==> config.mk <==
export PLATFORM = sky130hd
export DESIGN_NAME = exc_ctrl_flat
export DESIGN_NICKNAME = d
export VERILOG_FILES = /design/src/rtl/exc_ctrl_pkg.sv /design/src/rtl/exc_ctrl_if.sv /design/src/rtl/exc_ctrl_prio.sv /design/src/rtl/exc_ctrl.sv /design/src/flat_wrapper.sv
export SDC_FILE = /design/constraint.sdc
export NUM_CORES = 1
export LEC_CHECK = 0
export CAP_MARGIN = 40
export CORE_ASPECT_RATIO = 2
export CORE_MARGIN = 2
export CORE_UTILIZATION = 39
export CTS_CLUSTER_SIZE = 25
export DETAILED_ROUTE_END_ITERATION = 12
export PLACE_DENSITY = 0.78
export SETUP_SLACK_MARGIN = 0.15
export SLEW_MARGIN = 20
export SYNTH_ARGS = -nofsm -noshare
export SYNTH_HDL_FRONTEND = slang
export SYNTH_SLANG_ARGS = --single-unit
export TNS_END_PERCENT = 1
==> constraint.sdc <==
create_clock -name clk -period 2.9 [get_ports clk]
set_clock_uncertainty 0.05 [all_clocks]
set_input_delay 0.58 -clock clk [delete_from_list [all_inputs] [get_ports clk]]
set_output_delay 0.58 -clock clk [all_outputs]
set_load 0.005 [all_outputs]
==> src/rtl/exc_ctrl_pkg.sv <==
// Shared system register definitions for the exception controller:
// exception flag map, cause codes, vector and CP0 register addresses.
package exc_ctrl_pkg;

   localparam int EXC_W    = 7;
   localparam int EXC_ERET = 6;
   localparam int EXC_BRK  = 5;
   localparam int EXC_SYS  = 4;
   localparam int EXC_OV   = 3;
   localparam int EXC_RI   = 2;

   // Address-error kind, carried in mem_exc_i[1:0]
   typedef enum logic [1:0] {
      AD_NONE  = 2'b00,
      AD_FETCH = 2'b01,
      AD_LOAD  = 2'b10,
      AD_STORE = 2'b11
   } ad_e;

   typedef enum logic [4:0] {
      EC_INT  = 5'h00,
      EC_ADEL = 5'h04,
      EC_ADES = 5'h05,
      EC_SYS  = 5'h08,
      EC_BP   = 5'h09,
      EC_RI   = 5'h0a,
      EC_OV   = 5'h0c
   } exc_code_e;

   localparam logic [31:0] EXC_VECTOR = 32'hBFC0_0380;

   localparam logic [4:0] CP0_STATUS = 5'd12;
   localparam logic [4:0] CP0_CAUSE  = 5'd13;
   localparam logic [4:0] CP0_EPC    = 5'd14;

   localparam int ST_IE  = 0;
   localparam int ST_EXL = 1;

   localparam logic [1:0] DRAIN_CYCLES = 2'd2;

   typedef enum logic {
      S_IDLE,
      S_DRAIN
   } state_e;

endpackage

==> src/rtl/exc_ctrl_if.sv <==
// MEM-stage / CP0 side bundle of the exception controller.
// slave = controller side, master = pipeline/CP0 side.
interface exc_ctrl_if;
   import exc_ctrl_pkg::*;

   logic             mem_valid_i;
   logic [31:0]      mem_pc_i;
   logic             mem_bd_i;
   logic [EXC_W-1:0] mem_exc_i;
   logic [31:0]      mem_badvaddr_i;
   logic [31:0]      cp0_status_i;
   logic [31:0]      cp0_cause_i;
   logic [31:0]      cp0_epc_i;
   logic             timer_int_i;
   logic             wb_cp0_we_i;
   logic [4:0]       wb_cp0_waddr_i;
   logic [31:0]      wb_cp0_wdata_i;

   logic             flush_o;
   logic [31:0]      new_pc_o;
   logic             exc_we_o;
   logic [4:0]       exc_code_o;
   logic [31:0]      exc_epc_o;
   logic             exc_bd_o;
   logic [31:0]      exc_badvaddr_o;
   logic             exc_badvaddr_we_o;
   logic             eret_o;
   logic             busy_o;

   modport slave (
      input  mem_valid_i, mem_pc_i, mem_bd_i, mem_exc_i,
      input  mem_badvaddr_i,
      input  cp0_status_i, cp0_cause_i, cp0_epc_i,
      input  timer_int_i,
      input  wb_cp0_we_i, wb_cp0_waddr_i, wb_cp0_wdata_i,
      output flush_o, new_pc_o, exc_we_o, exc_code_o,
      output exc_epc_o, exc_bd_o, exc_badvaddr_o,
      output exc_badvaddr_we_o, eret_o, busy_o
   );

   modport master (
      output mem_valid_i, mem_pc_i, mem_bd_i, mem_exc_i,
      output mem_badvaddr_i,
      output cp0_status_i, cp0_cause_i, cp0_epc_i,
      output timer_int_i,
      output wb_cp0_we_i, wb_cp0_waddr_i, wb_cp0_wdata_i,
      input  flush_o, new_pc_o, exc_we_o, exc_code_o,
      input  exc_epc_o, exc_bd_o, exc_badvaddr_o,
      input  exc_badvaddr_we_o, eret_o, busy_o
   );

endinterface

==> src/rtl/exc_ctrl_prio.sv <==
// CP0 bypass, interrupt pending and exception priority encoder.
// Purely combinational; en gates every event.
module exc_prio
   import exc_ctrl_pkg::*;
(
   input  logic             en,
   input  logic             int_req,
   input  logic [31:0]      pc,
   input  logic             bd,
   input  logic [EXC_W-1:0] exc,
   input  logic [31:0]      badvaddr,
   input  logic [31:0]      status,
   input  logic [31:0]      cause,
   input  logic [31:0]      epc,
   input  logic             timer_int,
   input  logic             wb_we,
   input  logic [4:0]       wb_waddr,
   input  logic [31:0]      wb_wdata,
   output logic             int_pend,
   output logic             take_int,
   output logic             take_exc,
   output logic             take_eret,
   output exc_code_e        code,
   output logic             bva_we,
   output logic [31:0]      bva,
   output logic [31:0]      exc_epc,
   output logic [31:0]      eff_epc
);

   logic [31:0] eff_status;
   logic [1:0]  eff_sw_ip;
   logic [7:0]  ip;
   ad_e         ad;
   logic        unused_cp0;

   assign eff_status = (wb_we && wb_waddr == CP0_STATUS) ? wb_wdata : status;
   assign eff_epc    = (wb_we && wb_waddr == CP0_EPC)    ? wb_wdata : epc;
   assign eff_sw_ip  = (wb_we && wb_waddr == CP0_CAUSE)
                     ? wb_wdata[9:8] : cause[9:8];

   assign ip = {cause[15] | timer_int, cause[14:10], eff_sw_ip};

   assign int_pend = eff_status[ST_IE] & ~eff_status[ST_EXL]
                   & |(eff_status[15:8] & ip);

   assign unused_cp0 = ^{status[31:16], status[7:2],
                         cause[31:16], cause[7:0]};

   assign ad = ad_e'(exc[1:0]);

   // Nested exception keeps the EPC already held by CP0
   assign exc_epc = eff_status[ST_EXL] ? eff_epc
                  : (bd ? pc - 32'd4 : pc);

   always_comb begin
      take_exc  = 1'b0;
      take_eret = 1'b0;
      code      = EC_INT;
      bva_we    = 1'b0;
      bva       = badvaddr;
      if (en) begin
         priority case (1'b1)
            int_req: begin
               take_exc = 1'b1;
               code     = EC_INT;
            end
            (ad == AD_FETCH): begin
               take_exc = 1'b1;
               code     = EC_ADEL;
               bva_we   = 1'b1;
               bva      = pc;
            end
            exc[EXC_RI]: begin
               take_exc = 1'b1;
               code     = EC_RI;
            end
            exc[EXC_OV]: begin
               take_exc = 1'b1;
               code     = EC_OV;
            end
            exc[EXC_SYS]: begin
               take_exc = 1'b1;
               code     = EC_SYS;
            end
            exc[EXC_BRK]: begin
               take_exc = 1'b1;
               code     = EC_BP;
            end
            (ad == AD_LOAD): begin
               take_exc = 1'b1;
               code     = EC_ADEL;
               bva_we   = 1'b1;
            end
            (ad == AD_STORE): begin
               take_exc = 1'b1;
               code     = EC_ADES;
               bva_we   = 1'b1;
            end
            exc[EXC_ERET]: take_eret = 1'b1;
            default: ;
         endcase
      end
   end

   assign take_int = take_exc & (code == EC_INT);

endmodule

==> src/rtl/exc_ctrl.sv <==
// Exception controller: registers the winning MEM-stage event into
// flush/commit pulses and drains the pipeline for two cycles.
module exc_ctrl
   import exc_ctrl_pkg::*;
(
   input logic       clk,
   input logic       rst,
   exc_ctrl_if.slave bus
);

   state_e      state;
   logic [1:0]  drain_cnt;
   logic        int_req;
   logic        en;
   logic        int_pend;
   logic        take_int;
   logic        take_exc;
   logic        take_eret;
   exc_code_e   code;
   logic        bva_we;
   logic [31:0] bva;
   logic [31:0] exc_epc;
   logic [31:0] eff_epc;

   assign en = bus.mem_valid_i & (state == S_IDLE);

   exc_prio u_prio (
      .en        (en),
      .int_req   (int_req),
      .pc        (bus.mem_pc_i),
      .bd        (bus.mem_bd_i),
      .exc       (bus.mem_exc_i),
      .badvaddr  (bus.mem_badvaddr_i),
      .status    (bus.cp0_status_i),
      .cause     (bus.cp0_cause_i),
      .epc       (bus.cp0_epc_i),
      .timer_int (bus.timer_int_i),
      .wb_we     (bus.wb_cp0_we_i),
      .wb_waddr  (bus.wb_cp0_waddr_i),
      .wb_wdata  (bus.wb_cp0_wdata_i),
      .int_pend  (int_pend),
      .take_int  (take_int),
      .take_exc  (take_exc),
      .take_eret (take_eret),
      .code      (code),
      .bva_we    (bva_we),
      .bva       (bva),
      .exc_epc   (exc_epc),
      .eff_epc   (eff_epc)
   );

   always_ff @(posedge clk) begin
      if (rst) begin
         state                 <= S_IDLE;
         drain_cnt             <= '0;
         int_req               <= 1'b0;
         bus.flush_o           <= 1'b0;
         bus.exc_we_o          <= 1'b0;
         bus.eret_o            <= 1'b0;
         bus.exc_badvaddr_we_o <= 1'b0;
         bus.busy_o            <= 1'b0;
         bus.new_pc_o          <= '0;
         bus.exc_epc_o         <= '0;
         bus.exc_badvaddr_o    <= '0;
         bus.exc_code_o        <= '0;
         bus.exc_bd_o          <= 1'b0;
      end else begin
         int_req               <= int_pend & ~take_int;
         bus.flush_o           <= take_exc | take_eret;
         bus.exc_we_o          <= take_exc;
         bus.eret_o            <= take_eret;
         bus.exc_badvaddr_we_o <= take_exc & bva_we;

         if (take_exc) begin
            bus.new_pc_o   <= EXC_VECTOR;
            bus.exc_code_o <= code;
            bus.exc_epc_o  <= exc_epc;
            bus.exc_bd_o   <= bus.mem_bd_i;
            if (bva_we) begin
               bus.exc_badvaddr_o <= bva;
            end
         end else if (take_eret) begin
            bus.new_pc_o <= eff_epc;
         end

         case (state)
            S_IDLE: begin
               if (take_exc | take_eret) begin
                  state      <= S_DRAIN;
                  drain_cnt  <= '0;
                  bus.busy_o <= 1'b1;
               end
            end
            S_DRAIN: begin
               if (drain_cnt == DRAIN_CYCLES - 2'd1) begin
                  state      <= S_IDLE;
                  bus.busy_o <= 1'b0;
               end else begin
                  drain_cnt <= drain_cnt + 2'd1;
               end
            end
            default: state <= S_IDLE;
         endcase
      end
   end

endmodule

==> src/flat_wrapper.sv <==
// flat-port wrapper written by rule: the top's interface ports become plain ports
module exc_ctrl_flat import exc_ctrl_pkg::*;
  (clk, rst, bus_mem_valid_i, bus_mem_pc_i, bus_mem_bd_i, bus_mem_exc_i, bus_mem_badvaddr_i, bus_cp0_status_i, bus_cp0_cause_i, bus_cp0_epc_i, bus_timer_int_i, bus_wb_cp0_we_i, bus_wb_cp0_waddr_i, bus_wb_cp0_wdata_i, bus_flush_o, bus_new_pc_o, bus_exc_we_o, bus_exc_code_o, bus_exc_epc_o, bus_exc_bd_o, bus_exc_badvaddr_o, bus_exc_badvaddr_we_o, bus_eret_o, bus_busy_o);
  exc_ctrl_if bus_i ();
  input logic clk;
  input logic rst;
  input wire logic [$bits(bus_i.mem_valid_i)-1:0] bus_mem_valid_i;
  input wire logic [$bits(bus_i.mem_pc_i)-1:0] bus_mem_pc_i;
  input wire logic [$bits(bus_i.mem_bd_i)-1:0] bus_mem_bd_i;
  input wire logic [$bits(bus_i.mem_exc_i)-1:0] bus_mem_exc_i;
  input wire logic [$bits(bus_i.mem_badvaddr_i)-1:0] bus_mem_badvaddr_i;
  input wire logic [$bits(bus_i.cp0_status_i)-1:0] bus_cp0_status_i;
  input wire logic [$bits(bus_i.cp0_cause_i)-1:0] bus_cp0_cause_i;
  input wire logic [$bits(bus_i.cp0_epc_i)-1:0] bus_cp0_epc_i;
  input wire logic [$bits(bus_i.timer_int_i)-1:0] bus_timer_int_i;
  input wire logic [$bits(bus_i.wb_cp0_we_i)-1:0] bus_wb_cp0_we_i;
  input wire logic [$bits(bus_i.wb_cp0_waddr_i)-1:0] bus_wb_cp0_waddr_i;
  input wire logic [$bits(bus_i.wb_cp0_wdata_i)-1:0] bus_wb_cp0_wdata_i;
  output wire logic [$bits(bus_i.flush_o)-1:0] bus_flush_o;
  output wire logic [$bits(bus_i.new_pc_o)-1:0] bus_new_pc_o;
  output wire logic [$bits(bus_i.exc_we_o)-1:0] bus_exc_we_o;
  output wire logic [$bits(bus_i.exc_code_o)-1:0] bus_exc_code_o;
  output wire logic [$bits(bus_i.exc_epc_o)-1:0] bus_exc_epc_o;
  output wire logic [$bits(bus_i.exc_bd_o)-1:0] bus_exc_bd_o;
  output wire logic [$bits(bus_i.exc_badvaddr_o)-1:0] bus_exc_badvaddr_o;
  output wire logic [$bits(bus_i.exc_badvaddr_we_o)-1:0] bus_exc_badvaddr_we_o;
  output wire logic [$bits(bus_i.eret_o)-1:0] bus_eret_o;
  output wire logic [$bits(bus_i.busy_o)-1:0] bus_busy_o;
  assign bus_i.mem_valid_i = bus_mem_valid_i;
  assign bus_i.mem_pc_i = bus_mem_pc_i;
  assign bus_i.mem_bd_i = bus_mem_bd_i;
  assign bus_i.mem_exc_i = bus_mem_exc_i;
  assign bus_i.mem_badvaddr_i = bus_mem_badvaddr_i;
  assign bus_i.cp0_status_i = bus_cp0_status_i;
  assign bus_i.cp0_cause_i = bus_cp0_cause_i;
  assign bus_i.cp0_epc_i = bus_cp0_epc_i;
  assign bus_i.timer_int_i = bus_timer_int_i;
  assign bus_i.wb_cp0_we_i = bus_wb_cp0_we_i;
  assign bus_i.wb_cp0_waddr_i = bus_wb_cp0_waddr_i;
  assign bus_i.wb_cp0_wdata_i = bus_wb_cp0_wdata_i;
  assign bus_flush_o = bus_i.flush_o;
  assign bus_new_pc_o = bus_i.new_pc_o;
  assign bus_exc_we_o = bus_i.exc_we_o;
  assign bus_exc_code_o = bus_i.exc_code_o;
  assign bus_exc_epc_o = bus_i.exc_epc_o;
  assign bus_exc_bd_o = bus_i.exc_bd_o;
  assign bus_exc_badvaddr_o = bus_i.exc_badvaddr_o;
  assign bus_exc_badvaddr_we_o = bus_i.exc_badvaddr_we_o;
  assign bus_eret_o = bus_i.eret_o;
  assign bus_busy_o = bus_i.busy_o;
  exc_ctrl u_core (.clk(clk), .rst(rst), .bus(bus_i));
endmodule
Word level (Yosys, flattened, before mapping)

Cells that the tools add are included.
Widths: inputs -> output; s select.

Register bits after elaboration: 111
Bits in latches: 0
RAM bits: 0
ROM bits: 0
Input port bits: 210
Logic and storage cells: 102
Memories: 0

$add $sub $neg: 2
$mul: 0
Div/mod/pow operators: 0
$lt $le $gt $ge: 0
Equal/unequal tests: 10
Shift-type cells: 0
Muxes and demuxes: 54
Bitwise operators: 12
Reduce and logical (&&, ||, !) cells: 10

Operator list:

| operator              | count |
|---|---|
| $mux 32               | 8 |
| $sub 32x3->32 const B | 1 |
| $mux 1                | 30 |
| $mux 4                | 6 |
| $mux 16               | 1 |
| $eq 5x4->1 const B    | 3 |
| $and 8x8->8           | 1 |
| $reduce_or 8->1       | 1 |
| $and 1x1->1           | 6 |
| $mux 2                | 3 |
| $mux 3                | 2 |
| $ne 2x2->1 const B    | 3 |
| $reduce_and 2->1      | 3 |
| $logic_not 5->1       | 1 |
| $mux 5                | 1 |
| $eq 2x1->1 const B    | 2 |
| $eq 2x2->1 const B    | 2 |
| $pmux 1 s2            | 2 |
| $pmux 2 s2            | 1 |
| $logic_and 1x1->1     | 3 |
| $not 1->1             | 3 |
| $add 2x1->2 const B   | 1 |
| $or 1x1->1            | 2 |
| $reduce_bool 2->1     | 1 |
| $reduce_or 2->1       | 1 |

Longest topological paths before layout

Depth in word-level cells: 14
Gate-level depth with buffers: 7

By module

A second synthesis with hierarchy kept.

Cells, all modules: 677
Area total of the unflattened synthesis: 6236.0 um2

Modules (own cells, without submodules):

| module   | instances | cells an instance | area an instance (um2) | sequential area each (um2) |
|---|---|---|---|---|
| exc_ctrl | 1         | 407               | 4191.5                 | 2222.1 |
| exc_prio | 1         | 270               | 2044.5                 | 0.0 |

Worst setup path before layout

No wires, ideal clock.

Kind: input-to-reg
Start point: input port bus_wb_cp0_waddr_i[4]
End point: register u_core.bus.exc_epc_o[18]
Setup time: 0.117 ns
Arrival: 2.267 ns
Data required time: 2.733 ns
Path slack: 0.466 ns
Stages: 7
Path buffers: 2
Cells stage by stage: nand4b_1 nor3_1 buf_4 mux2i_2 buf_2 o21ai_0 a22o_1

Cells in the longest elaborated chain, start to end: 4
Elaborated cells on any way between the ends: 7
Those cells by class: eq/ne (2); mux (3); reduce/logical (2)

Ends and longest elaborated chain:

| what                                      | RTL line                                 | source |
|---|---|---|
| start: declaration                        | flat_wrapper.sv:17                       | `input wire logic [$bits(bus_i.wb_cp0_waddr_i)-1:0] bus_wb_cp0_waddr_i;` |
| $eq 5x4->1 (on tied branches)             | exc_ctrl_prio.sv:37, exc_ctrl_prio.sv:36 |  |
| $logic_and 1x1->1 (on tied branches)      | exc_ctrl_prio.sv:37, exc_ctrl_prio.sv:36 |  |
| $mux 32 / $mux 16 (equally long branches) | exc_ctrl_prio.sv:37, exc_ctrl_prio.sv:36 |  |
| $mux 32 (*)                               | exc_ctrl_prio.sv:52                      | `assign exc_epc = eff_status[ST_EXL] ? eff_epc` |
| end signal: assignment                    | exc_ctrl.sv:77                           | `bus.exc_epc_o <= exc_epc;` |
| end: declaration                          | exc_ctrl_if.sv:37                        | `output exc_epc_o, exc_bd_o, exc_badvaddr_o,` |

Mark *: on every way between the ends. The rest lies on a longest branch, timed or not.
A chain may end at the register's enable or synchronous reset.

Worst setup path after layout

Start point: input port bus_mem_exc_i[2]
End point: register u_core.bus.exc_epc_o[24]

Cells in the longest elaborated chain, start to end: 4

Ends and longest elaborated chain:

| what                | RTL line            | source |
|---|---|---|
| start: declaration  | flat_wrapper.sv:10  | `input wire logic [$bits(bus_i.mem_exc_i)-1:0] bus_mem_exc_i;` |
| $mux 1 (3 in a row) | exc_ctrl_prio.sv:62 | `priority case (1'b1)` |
| $mux 1              | exc_ctrl_prio.sv:61 | `if (en) begin` |

No other way between the ends.

==> metrics <==
setup TNS=0 ns; clk_lat worst skew=0.35 ns; slowest stage cell on the critical path=or4_4; hold_sp=u_core.bus.exc_bd_o; Die H=175 um; Yosys cell types=61; GRT overflow=0; HPWL Detailed=16.0 mm; post-layout minimum cycle time=2.51 ns; WP buf/inv=2; postcts setup bufs=0; Async S/R FF share, synth=0%; DRT Pass-1 Iters=4; row count=62; LEAKAGE=3.42 nW; Reg area=0.00220 mm^2; gr usage total=25.1%; area of the multi-input gates=0.00329 mm^2; drt wl/cell=18.3 um; Pins Over Slew Limit=0; ANT nets after route=0; delay-heaviest family, CP=simple AND/OR/NAND/NOR gates; initial core utilization=39.7%; worst vdd ir=0.291 mV; Mapped Nets=828; DRC viols=0; CP cell instances=clkdlybuf4s50_1 > or4_4 > o41a_4 > nand2_4 > inv_2 > nand2_1 > o21ai_0; fin crit share=86.4%; layout cells sized above 1=12.6%; Die W=89.5 um; Synthesis Warnings=0; Max Cap Viol=0; Sink Count=110; I/O Buffers=269; top cells by area, synth=dfxtp_1 (39%), mux2i_1 (12%), nor2_1 (5.2%); Fillers=1,196; #FFs+latches synth=110; CTS tree=built; hold path depth=2; Clock Path Buffers=2; syn avg cell area=9.26 um^2; WP data arrival=2.67 ns; antenna cell count=0; largest net degree at the start of global routing=66; status=completed; Top FF cell, synth=dfxtp_1; reg2reg end=u_core.bus.exc_badvaddr_o[2]; Final Hold Viols=0; Syn Inst Count=616; Setup WS pre-CTS=-0.248 ns; CTS buffer count=9; post-synthesis sequential area ratio=38.6%; Die Area=0.0157 mm^2; type of the most critical hold path=flop to flop; Via density=5.33; H-Tree Depth=3; hold buffer count at cts=0; unrepaired setup endpoints after global routing=yes; Worst path max stage delay=0.55 ns; EDFF count, synth=0; final setup margin=0.394 ns; Area Growth Syn to Fin=60.1%; Achievable Freq=399 MHz; R2R depth=6; Max-Slew Margin vs Limit=56.4%; placed cell count=1,078; reg2reg setup slack=0.75 ns; vias in the first global route=5,703; core area=0.0144 mm^2; Hold Crit Endpoint=u_core.bus.exc_bd_o; Critical Path RT=3.07 ns; Final setup violation count=0; Initial DRC Count=289; final WL=20.0 mm; worst slew pin tran=0.654 ns; GPL Wtd Cong=0.954; mapped cell area=0.00570 mm^2; routed via count=5,835; worst r2r src=u_core.int_req; Worst Setup End Kind=flop; final std cells w/o fill=1,094; dominant cell type by area after synthesis=dfxtp_1; crit-path max FO=14; PwrDens=422 mW/mm^2; Nets=1,109; clk slew on worst S/H paths=0.08 ns; root buf cell=clkbuf_16; top cell type's share of synthesized area=38.6%; global-route wire length before repair=30.2 mm; IO Count=317; startpoint types=input pin; Setup CP Type=input pin to flop; initial antenna violation count=0; Fin Hold WS=0.417 ns
synthesized netlist by cell type (all sizes together) (2+ instances only):
library cell and n:
nand2 31, buf 25, a31oi 3, nor4 11, mux2 24, nor2 80
xor2 11, o31a 2, xnor2 16, inv 8, nand3 14, o31ai 3
nand4 7, nor3 12, a32o 4, o21a 3, and3 4, a21oi 32
nand4bb 2, ha 2, or3 3, o21ai 23, a211oi 48, a22o 5
nor2b 3, or4 3, nor4b 4, mux2i 72, nand2b 2, dfxtp 110
clkbuf 19, a22oi 4, a32oi 9
worst min-delay path, stage by stage (launching register included):
cell     delay, ns
dfxtp_1       0.32
nand2_1       0.05
a21oi_1       0.05
cell families after synthesis:
logic type | share of synthesized area (%)
AND/OR/NAND/NOR | 16.1
AO/OA/AOI/OAI | 18.8
flip-flops | 38.6
multiplexers | 17.4
buffers and inverters | 4.43
XOR/XNOR | 4.15
adder cells (fa/ha/maj) | 0.439
other | 0.0658
metrics by stage:
stage | power [mW] | utilization, % | instance area [um^2]
after global placement | 2.64 | 61.5 | 8830
after floorplan | 2.06 | - | 5700
after global routing | 4.02 | 63.6 | 9130
after CTS | 3.89 | 63.6 | 9130
after detailed placement | 2.65 | 61.5 | 8830
final | 3.85 | 63.6 | 9130
final cells by class:
cell class / count / share of cell area [%]
Multi-Input combinational cell: 454 / 36.0
Timing Repair Buffer: 314 / 33.7
Sequential cell: 110 / 24.1
Clock buffer: 11 / 2.66
Tap cell: 192 / 2.63
Clock inverter: 5 / 0.562
Inverter: 8 / 0.329
state kept, by name, summed over array words and instances, names as in the netlist:
| register | cells |
|---|---|
| u_core.bus.exc_epc_o | 32 |
| u_core.drain_cnt | 2 |
| u_core.bus.busy_o | 1 |
| u_core.bus.exc_code_o | 4 |
| u_core.bus.exc_badvaddr_we_o | 1 |
| u_core.bus.eret_o | 1 |
| u_core.bus.new_pc_o | 32 |
| u_core.int_req | 1 |
| u_core.state | 1 |
| u_core.bus.exc_badvaddr_o | 32 |
| u_core.bus.exc_we_o | 1 |
| u_core.bus.exc_bd_o | 1 |
| u_core.bus.flush_o | 1 |
placed cells by master (no fill, tap or decap), types with 14 or more instances in the layout:
cell type / count
nand3_1: 14
dfxtp_1: 110
nor2_1: 79
clkdlybuf4s50_1: 268
nand2_1: 30
mux2i_1: 71
a21oi_1: 31
a211oi_2: 15
mux2_2: 24
buf_4: 41
o21ai_0: 23
a211oi_1: 33
xnor2_1: 16
timing repair:
action,in CTS,in global routing
setup endpoints to repair,1,2
pin swaps,0,0
resized for setup,1,1
metal layers:
layer  routed length [um]  share of wire (%)  up-vias  track usage (%)
met5                    0                  0        -                0
met4                  582                2.9        0             9.39
met3                 1420                7.1       30             5.05
met2                10500                 52      235             44.7
met1                 7500                 37     2735             28.5
li1                     -                  -     2835                -
power breakdown:
| group | internal [mW] | switching, mW | total (mW) | leakage (nW) |
|---|---|---|---|---|
| Sequential | 1.61 | 0.0571 | 1.67 | 0.901 |
| Combinational | 0.553 | 0.402 | 0.955 | 2.38 |
| Clock | 0.627 | 0.602 | 1.23 | 0.144 |
how the worst max path moves through the flow:
stage                     startpoint  depth (start not counted)  slack [ns]                        to
2_1_floorplan  bus_wb_cp0_waddr_i[4]                          7        0.47  u_core.bus.exc_epc_o[18]
3_3_place_gp         bus_wb_cp0_we_i                          8       -0.20            u_core.int_req
3_5_place_dp   bus_wb_cp0_waddr_i[4]                          8       -0.25            u_core.int_req
4_1_cts        bus_wb_cp0_waddr_i[4]                          8        0.24            u_core.int_req
5_1_grt             bus_mem_pc_i[13]                          6        0.12  u_core.bus.exc_epc_o[25]
6_report            bus_mem_exc_i[2]                          7        0.39  u_core.bus.exc_epc_o[24]
(Power assumes the default switching activity.)
